[src/rtl/game_flow_ctrl.sv]
// Game/menu sequencer: screen state machine, button hit-testing, stage progress and countdown timer.
// All HUD outputs are registered; click and event effects appear one clock after the input pulse.
module game_flow_ctrl #(
   parameter int unsigned CLK_PER_SEC   = 25_000_000,
   parameter int unsigned STAGE_SECONDS = 99,
   parameter int unsigned KEYS_NEEDED   = 3,
   parameter int unsigned GUARD_CYCLES  = 1024
) (
   input  logic       clk,
   input  logic       rst,
   input  logic       click,
   input  logic [8:0] click_x,
   input  logic [8:0] click_y,
   input  logic       ev_key,
   input  logic       ev_light,
   input  logic       ev_door,
   input  logic       ev_hit,
   output logic [3:0] state,
   output logic [1:0] key_find,
   output logic [1:0] life,
   output logic [1:0] todo,
   output logic [3:0] play_valid,
   output logic [7:0] time_left,
   output logic       stage_start
);

   localparam int unsigned TICK_W  = (CLK_PER_SEC > 1) ? $clog2(CLK_PER_SEC) : 1;
   localparam int unsigned GUARD_W = (GUARD_CYCLES > 0) ? $clog2(GUARD_CYCLES + 1) : 1;
   localparam logic [TICK_W-1:0]  TICK_MAX  = TICK_W'(CLK_PER_SEC - 1);
   localparam logic [GUARD_W-1:0] GUARD_LD  = GUARD_W'(GUARD_CYCLES);
   localparam logic [1:0]         KEY_MAX   = 2'(KEYS_NEEDED);
   localparam logic [7:0]         TIME_LD   = 8'(STAGE_SECONDS);

   typedef enum logic [3:0] {
      ST_TITLE    = 4'd0,
      ST_STAFF    = 4'd1,
      ST_STAGE1   = 4'd2,
      ST_SUCCESS1 = 4'd3,
      ST_STAGE2   = 4'd4,
      ST_SUCCESS2 = 4'd5,
      ST_STAGE3   = 4'd6,
      ST_SUCCESS3 = 4'd7,
      ST_FAIL     = 4'd8,
      ST_HELP     = 4'd9
   } state_t;

   typedef enum logic [1:0] {
      TD_NONE       = 2'd0,
      TD_FIND_KEY   = 2'd1,
      TD_FIND_LIGHT = 2'd2,
      TD_FIND_DOOR  = 2'd3
   } todo_t;

   state_t              state_q, state_d;
   state_t              retry_q, retry_d;
   todo_t               todo_q, todo_d;
   logic [1:0]          key_q, key_d;
   logic [1:0]          life_q, life_d;
   logic [3:0]          pv_q, pv_d;
   logic [7:0]          time_q, time_d;
   logic [TICK_W-1:0]   tick_q, tick_d;
   logic [GUARD_W-1:0]  guard_q, guard_d;
   logic                start_q, start_d;
   logic                click_ok;
   logic                wrap;
   logic                expire;

   function automatic logic is_stage(input state_t s);
      return (s == ST_STAGE1) || (s == ST_STAGE2) || (s == ST_STAGE3);
   endfunction

   // Buttons are 80x20 boxes at x 120..199, inclusive-low / exclusive-high.
   function automatic logic in_box(input logic [8:0] x, input logic [8:0] y, input logic [8:0] y0);
      return (x >= 9'd120) && (x < 9'd200) && (y >= y0) && (y < (y0 + 9'd20));
   endfunction

   always_comb begin
      state_d  = state_q;
      retry_d  = retry_q;
      todo_d   = todo_q;
      key_d    = key_q;
      life_d   = life_q;
      pv_d     = pv_q;
      time_d   = time_q;
      tick_d   = '0;
      guard_d  = guard_q;
      start_d  = 1'b0;
      wrap     = (tick_q == TICK_MAX);
      expire   = 1'b0;
      click_ok = click && (guard_q == '0) && !is_stage(state_q);

      if (guard_q != '0) guard_d = guard_q - 1'b1;

      if (is_stage(state_q)) begin
         tick_d = wrap ? '0 : tick_q + 1'b1;
         if (wrap && (time_q != '0)) time_d = time_q - 8'd1;
         expire = wrap && (time_q <= 8'd1);

         // Strict priority chain: only the highest-priority qualifying event acts.
         if (ev_door && (todo_q == TD_FIND_DOOR)) begin
            todo_d = TD_NONE;
            case (state_q)
               ST_STAGE1: begin state_d = ST_SUCCESS1; pv_d[2] = 1'b1; end
               ST_STAGE2: begin state_d = ST_SUCCESS2; pv_d[3] = 1'b1; end
               default:         state_d = ST_SUCCESS3;
            endcase
         end else if (ev_hit && (state_q == ST_STAGE3)) begin
            if (life_q <= 2'd1) begin
               life_d  = '0;
               state_d = ST_FAIL;
            end else begin
               life_d = life_q - 2'd1;
            end
         end else if (expire) begin
            state_d = ST_FAIL;
         end else if (ev_key && (todo_q == TD_FIND_KEY)) begin
            if (key_q < KEY_MAX) key_d = key_q + 2'd1;
            if ((key_q + 2'd1) >= KEY_MAX) todo_d = TD_FIND_DOOR;
         end else if (ev_light && (todo_q == TD_FIND_LIGHT)) begin
            todo_d = TD_FIND_KEY;
         end
      end else if (click_ok) begin
         case (state_q)
            ST_TITLE: begin
               if (in_box(click_x, click_y, 9'd120))                  state_d = ST_STAGE1;
               else if (in_box(click_x, click_y, 9'd150) && pv_q[2])  state_d = ST_STAGE2;
               else if (in_box(click_x, click_y, 9'd180) && pv_q[3])  state_d = ST_STAGE3;
               else if (in_box(click_x, click_y, 9'd210))             state_d = ST_HELP;
            end
            ST_SUCCESS1: begin
               if (in_box(click_x, click_y, 9'd140))      state_d = ST_STAGE2;
               else if (in_box(click_x, click_y, 9'd180)) state_d = ST_TITLE;
            end
            ST_SUCCESS2: begin
               if (in_box(click_x, click_y, 9'd140))      state_d = ST_STAGE3;
               else if (in_box(click_x, click_y, 9'd180)) state_d = ST_TITLE;
            end
            ST_SUCCESS3: if (in_box(click_x, click_y, 9'd150)) state_d = ST_STAFF;
            ST_FAIL: begin
               if (in_box(click_x, click_y, 9'd140))      state_d = retry_q;
               else if (in_box(click_x, click_y, 9'd180)) state_d = ST_TITLE;
            end
            ST_STAFF: if (in_box(click_x, click_y, 9'd180)) state_d = ST_TITLE;
            ST_HELP:  if (in_box(click_x, click_y, 9'd200)) state_d = ST_TITLE;
            default: ;
         endcase
      end

      // Any transition rearms the click guard; entering a stage overrides all per-stage values.
      if (state_d != state_q) begin
         guard_d = GUARD_LD;
         if (is_stage(state_d)) begin
            key_d   = '0;
            life_d  = 2'd3;
            time_d  = TIME_LD;
            tick_d  = '0;
            retry_d = state_d;
            todo_d  = (state_d == ST_STAGE2) ? TD_FIND_LIGHT : TD_FIND_KEY;
            start_d = 1'b1;
         end else begin
            tick_d = '0;
         end
      end
   end

   always_ff @(posedge clk) begin
      if (rst) begin
         state_q <= ST_TITLE;
         retry_q <= ST_STAGE1;
         todo_q  <= TD_NONE;
         key_q   <= '0;
         life_q  <= 2'd3;
         pv_q    <= 4'b0011;
         time_q  <= '0;
         tick_q  <= '0;
         guard_q <= '0;
         start_q <= 1'b0;
      end else begin
         state_q <= state_d;
         retry_q <= retry_d;
         todo_q  <= todo_d;
         key_q   <= key_d;
         life_q  <= life_d;
         pv_q    <= pv_d;
         time_q  <= time_d;
         tick_q  <= tick_d;
         guard_q <= guard_d;
         start_q <= start_d;
      end
   end

   assign state       = state_q;
   assign key_find    = key_q;
   assign life        = life_q;
   assign todo        = todo_q;
   assign play_valid  = pv_q;
   assign time_left   = time_q;
   assign stage_start = start_q;

endmodule

[config.mk]
export PLATFORM = sky130hd
export DESIGN_NAME = game_flow_ctrl
export DESIGN_NICKNAME = d
export VERILOG_FILES = /design/src/rtl/game_flow_ctrl.sv
export SDC_FILE = /design/constraint.sdc
export NUM_CORES = 1
export LEC_CHECK = 0
export ABC_AREA = 1
export BUFFER_PORTS_ARGS = -buffer_cell sky130_fd_sc_hd__buf_2
export CELL_PAD_IN_SITES_DETAIL_PLACEMENT = 1
export CELL_PAD_IN_SITES_GLOBAL_PLACEMENT = 2
export CORE_ASPECT_RATIO = 1.5
export CORE_UTILIZATION = 30
export DETAILED_ROUTE_END_ITERATION = 8
export PLACE_DENSITY_LB_ADDON = 0.3
export SLEW_MARGIN = 40
export SYNTH_ARGS = -nofsm -noshare
export SYNTH_HDL_FRONTEND = slang
export SYNTH_SLANG_ARGS = --single-unit
[constraint.sdc]
create_clock -name clk -period 3.45 [get_ports clk]
set_clock_uncertainty 0.2 [all_clocks]
set_input_delay 0.1725 -clock clk [delete_from_list [all_inputs] [get_ports clk]]
set_output_delay 0.1725 -clock clk [all_outputs]
set_load 0.01 [all_outputs]
# Word level (Yosys, flattened, before mapping)
# Index checks and enable logic that the tools add are counted.
# W data, S select, Z words.
[word_totals] register_bits=61 elab_cells=142 in_bits=25
[classes] n_addsub=5 muxes=49 n_reduce_logical=39 eq_ne=17 order_cmp=18 bitwise_logic=2
[op_table] op="$mux W4" count=16
[op_table] op="$lt A9 B8 Y1 const B" count=7
[op_table] op="$mux W2" count=24
[op_table] op="$ge A9 B8 Y1 const B" count=5
[op_table] op="$mux W8" count=4
[op_table] op="$pmux W4 S7" count=1
[op_table] op="$add A25 B1 Y25 const B" count=1
[op_table] op="$eq A25 B25 Y1 const B" count=1
[op_table] op="$eq A4 B3 Y1 const B" count=6
[op_table] op="$logic_and A1 B1 Y1" count=23
[op_table] op="$mux W11" count=2
[op_table] op="$ge A9 B7 Y1 const B" count=2
[op_table] op="$eq A4 B2 Y1 const B" count=3
[op_table] op="$logic_not A11 Y1" count=1
[op_table] op="$reduce_bool A11 Y1" count=1
[op_table] op="$sub A11 B1 Y11 const B" count=1
[op_table] op="$eq A4 B4 Y1 const B" count=2
[op_table] op="$le A8 B1 Y1 const B" count=1
[op_table] op="$reduce_bool A8 Y1" count=1
[op_table] op="$sub A8 B1 Y8 const B" count=1
[op_table] op="$pmux W3 S2" count=1
[op_table] op="$reduce_and A3 Y1" count=2
[op_table] op="$eq A2 B2 Y1 const B" count=2
[op_table] op="$eq A4 B1 Y1 const B" count=1
[op_table] op="other kinds (16)" count=21

# Logic depth before layout (Yosys ltp)
[logic_depth] depth_word=16 mapped_depth=22 mapped_depth_nobuf=22

# Worst setup path before layout
# No wires, ideal clock.
[synth_timing] path_kind="reg2reg" start="reg guard_q[0]" end="reg tick_q[8]" arrival_ps=2180 required_ps=3189 n_path_buf=1 slack_ps=1009 stages_incl_launch_ff=20 setup_time_ps=61 path_cell_list="dfxtp_1 -> inv_1 -> ha_1 -> nand2_1 -> nor2_4 -> nand4_2 -> nor2_2 -> nand2_1 -> a21oi_2 -> nand2_1 -> nand2_2 -> nand2_2 -> nand2_2 -> nand2_2 -> nor2_4 -> nand2_4 -> nor2_8 -> nand3_4 -> buf_12 -> nor2_4"
[synth_via] elab_chain_len=7
[synth_lines] item="start, declared" line="62" text="logic [GUARD_W-1:0] guard_q, guard_d;"
[synth_lines] item="start signal, assigned" line="187" text="guard_q <= guard_d;"
[synth_lines] item="$logic_not A11 Y1" line="90" text="click_ok = click && (guard_q == '0) && !is_stage(state_q);"
[synth_lines] item="$logic_and A1 B1 Y1 (2 in series)" line="90"
[synth_lines] item="$mux W4" line="122" text="end else if (click_ok) begin"
[synth_lines] item="$mux W4" line="94" text="if (is_stage(state_q)) begin"
[synth_lines] item="$ne A4 B4 Y1" line="150" text="if (state_d != state_q) begin"
[synth_lines] item="$reduce_or A4 Y1 (no source line)"
[synth_lines] item="end signal, assigned" line="186" text="tick_q <= tick_d;"
[synth_lines] item="end, declared" line="61" text="logic [TICK_W-1:0] tick_q, tick_d;"
# Every way passes these cells.
# A chain may end at the register's enable or synchronous reset.

# Worst setup path in the final report
[layout_timing] start="reg tick_q[0]" end="reg tick_q[24]"
[layout_via] elab_chain_len=8 word_cells_on_any_way=9 classes_between="add/sub (1); eq/ne (2); mux (4); reduce/logical (2)"
[layout_lines] item="$eq A25 B25 Y1" line="88" text="wrap = (tick_q == TICK_MAX);"
[layout_lines] item="$logic_and A1 B1 Y1" line="97" text="expire = wrap && (time_q <= 8'd1);"
[layout_lines] item="$mux W4" line="114" text="end else if (expire) begin"
[layout_lines] item="$mux W4" line="107" text="end else if (ev_hit && (state_q == ST_STAGE3)) begin"
[layout_lines] item="$mux W4" line="100" text="if (ev_door && (todo_q == TD_FIND_DOOR)) begin"
[layout_lines] item="$mux W4" line="94"
[layout_lines] item="$ne A4 B4 Y1" line="150"
[layout_lines] item="$reduce_or A4 Y1 (no source line)"
# Parallel ways exist; a longest one is shown, timed or not.

==> out/qor.csv <==
stage,metric,value,unit
outcome,outcome,finished clean,
floorplan,die area,13900,sq um
worst_setup_path,worst setup path end,tick_q[24],
sta,Fmax,338,MHz
global_routing,first-pass GRT wire length,19100,um
pwr,Sw Ratio,45.4,%
worst_setup_path,RR Endpoint,tick_q[24],
sta,Hold Fails Final Rpt,0,
clock_tree,Post-CTS Resized,0,
floorplan,core area,13100,sq um
worst_setup_path,Crit Path Class,flip-flop to flip-flop,
clock_tree,postcts setup bufs,0,
drt,DRT iter0 DRCs,91,
synth,Synth area leader,dfxtp_1,
synth,synth warn,0,
floorplan,Rows,51,
worst_setup_path,Worst Setup Start Kind,flip-flop,
sta,"Slew Viols, Final",0,
place,HPWL after DPL,9040,um
synth,post-synthesis async set-or-reset flop share,0,%
hold_path,min-delay worst type,primary input to flip-flop,
sta,Tmin final,2.96,ns
synth,Netlist cell types,42,
global_routing,grt total ovfl,0,
hold_path,Hold Path Cell Cnt,2,
cells_and_area,fraction of layout instances using a drive strength above 1,22.5,%
worst_setup_path,Max Fanout on Critical Path,4,
pwr,Seq pwr share,25.1,%
synth,"Top FF cell, synth",dfxtp_1,
sta,hold_ws,0.0802,ns
pwr,Psw,1.66,mW
clock_tree,hold buffers post-CTS,0,
cells_and_area,"commonest cells after routing, fill and taps aside","107 x nand2_1, 85 x inv_1, 73 x nor2_1",
drt,wire length per cell,14.0,um
cells_and_area,Final nets,665,
clock_tree,CTS Buf Count,9,
floorplan,I/O Pins,48,
synth,number of flops mapped to enable cells by yosys,0,
worst_setup_path,Worst Setup SP,tick_q[0],
pwr,Int Pwr,1.99,mW
floorplan,die span in y,144,um
pwr,combinational cell fraction of total power,50.1,%
place,gp weighted congestion,0.769,
worst_setup_path,Worst Path Required,3.52,ns
cells_and_area,utilization after layout,36.3,%
worst_setup_path,"slowest stage delay, CP",0.35,ns
global_routing,initial antenna violation count,0,
synth,cell area after synthesis,4040,sq um
clock_tree,Max Buffers Root-to-Sink,2,
drt,Routed Antenna Nets,0,
floorplan,initial core utilization,30.9,%
clock_tree,worst skew pair latency,0.33,ns
clock_tree,H-tree Lvls,3,
clock_tree,clk root buf,clkbuf_16,
place,number of port buffers,41,
cells_and_area,Sequential cell area,1220,sq um
flow_run,max-cap violations,0,
clock_tree,clk sinks,61,
worst_setup_path,Critical R2R Launch,tick_q[0],
global_routing,vias in the first global route,4089,
sta,Final period util,85.8,%
synth,register area share after synthesis,30.2,%
cells_and_area,Fillers,1655,
worst_setup_path,crit end category,flip-flop,
pwr,static leakage,2.03,nW
drt,DR DRC count,0,
pwr,Clock power frac,24.8,%
synth,top post-synthesis cells by area,"dfxtp_1 30%, nand2_1 9.9%, inv_1 7.9%",
worst_setup_path,Crit path arrival time,3.03,ns
sta,RSZ-0062 raised after global routing,false,
worst_setup_path,CP Cell Sequence,"ha_1, nand2_1, nor3_1, inv_1, nor3_2, nand3_1, nor2_1, nand3_1, nor3_2, nand3_1, nor3_2, nand2_1, xor2_1, clkinv_1, nor2_1",
drt,first-pass detailed-route iteration total,4,
sta,Final Setup Violations,0,
drt,via count,3768,
worst_setup_path,flop2flop setup slack,0.49,ns
sta,TNS Setup,0,ns
worst_setup_path,reg2reg path depth,15,
worst_setup_path,slowest library cell on the worst path,dfxtp_1,
clock_tree,TritonCTS clock tree,done,
pwr,Peak supply drop,0.000303,V
synth,share of the synthesized area in the top cell type,30.2,%
clock_tree,clock slew at reported path FFs,0.05,ns
drt,drt via density,4.72,
global_routing,largest net degree at the start of global routing,18,
cells_and_area,"leading cell type in the layout, fill and taps excluded",nand2_1,
cells_and_area,multi-input logic area,2370,sq um
pwr,total power density per cell area,768,nW/um^2
synth,Seq cells post-synth,61,
floorplan,Die W,96.7,um
synth,synthesized instance count,584,
synth,syn_area_per_cell,6.91,sq um
cells_and_area,Area Growth Syn to Fin,17.7,%
drt,DRT Wirelength,11200,um
global_routing,gr usage total,17.1,%
cells_and_area,ANT cells,0,
power groups by stage:
stage / clock network [mW] / logic (mW) / registers [mW]
after floorplan: 0 / 1.37 / 0.902
after global placement: 0 / 1.77 / 0.927
after detailed placement: 0 / 1.81 / 0.932
after CTS: 0.932 / 1.83 / 0.918
after global routing: 0.969 / 2.05 / 0.929
final: 0.905 / 1.83 / 0.917
Yosys cell counts (2+ instances only):
cell type,n
o21ai_0,13
inv_2,8
nand3_1,44
nor2_4,23
o21bai_1,3
clkbuf_1,2
ha_1,4
o211ai_1,2
xnor2_1,12
nand3b_1,3
buf_12,2
nand2_1,107
nand3_2,7
nand4_1,12
nand2_4,2
a21oi_1,34
nor2_1,73
dfxtp_1,61
nor2_8,2
nand2_2,16
nor3_1,13
buf_2,3
buf_4,3
nor4_1,3
clkinv_1,3
nor3_2,7
xor2_1,16
inv_1,85
nor2_2,8
critical path, delay by kind of cell (launching register included):
| kind | cells | cell delay [ns] |
|---|---|---|
| xor gates and xnor gates | 1 | 0.14 |
| adders and majority gates | 1 | 0.19 |
| buffers and inverters | 2 | 0.20 |
| and+or+nand+nor | 11 | 1.80 |
| DFF | 1 | 0.35 |
stage by stage:
stage	setup WS (ns)	instance area (sq um)	instances	total power, mW
after detailed placement	0.162	4420	781	2.74
after global placement	0.316	4420	781	2.70
after CTS	0.142	4720	796	3.68
after global routing	0.166	4750	799	3.95
after floorplan	1.01	4040	585	2.27
final	0.489	4750	799	3.65
state kept, by name, summed over array words and instances (netlist names):
name / cells
tick_q: 25
guard_q: 11
time_left: 8
retry_q: 4
state: 4
key_find: 2
life: 2
play_valid: 2
todo: 2
stage_start: 1
kinds of logic after synthesis:
logic type,share of synthesized area [%]
buffers and inverters,11.2
other,0.0929
XOR/XNOR,6.07
adder cells (fa/ha/maj),1.24
AND/OR/NAND/NOR,43.4
AO/OA/AOI/OAI,7.75
flip-flops,30.2
cell type report:
type                    instances  area share, %
inverters                      97           7.69
flip-flops and latches         61           25.7
multi-input cells             417           49.9
clock inverters                 4           1.00
well taps                     159           4.19
clock buffers                  11           5.32
repair buffers                 50           6.26
routing by layer:
layer / up-vias / routed length, um / track usage, %
met5: - / 0 / 0
met4: 0 / 176 / 6.05
met3: 10 / 243 / 2.85
met2: 34 / 6560 / 35.4
met1: 1782 / 4230 / 16.9
li1: 1942 / - / -
how the worst min path moves through the flow:
stage               startpoint            end  slack, ns
floorplan                  rst       state[2]       0.06
global placement     tick_q[0]      tick_q[0]       0.23
detailed placement   tick_q[0]      tick_q[0]       0.24
CTS                        rst  play_valid[3]       0.08
global route               rst       state[1]        0.1
finish                     rst  play_valid[3]       0.08
Power figures use the tool's default switching activity.
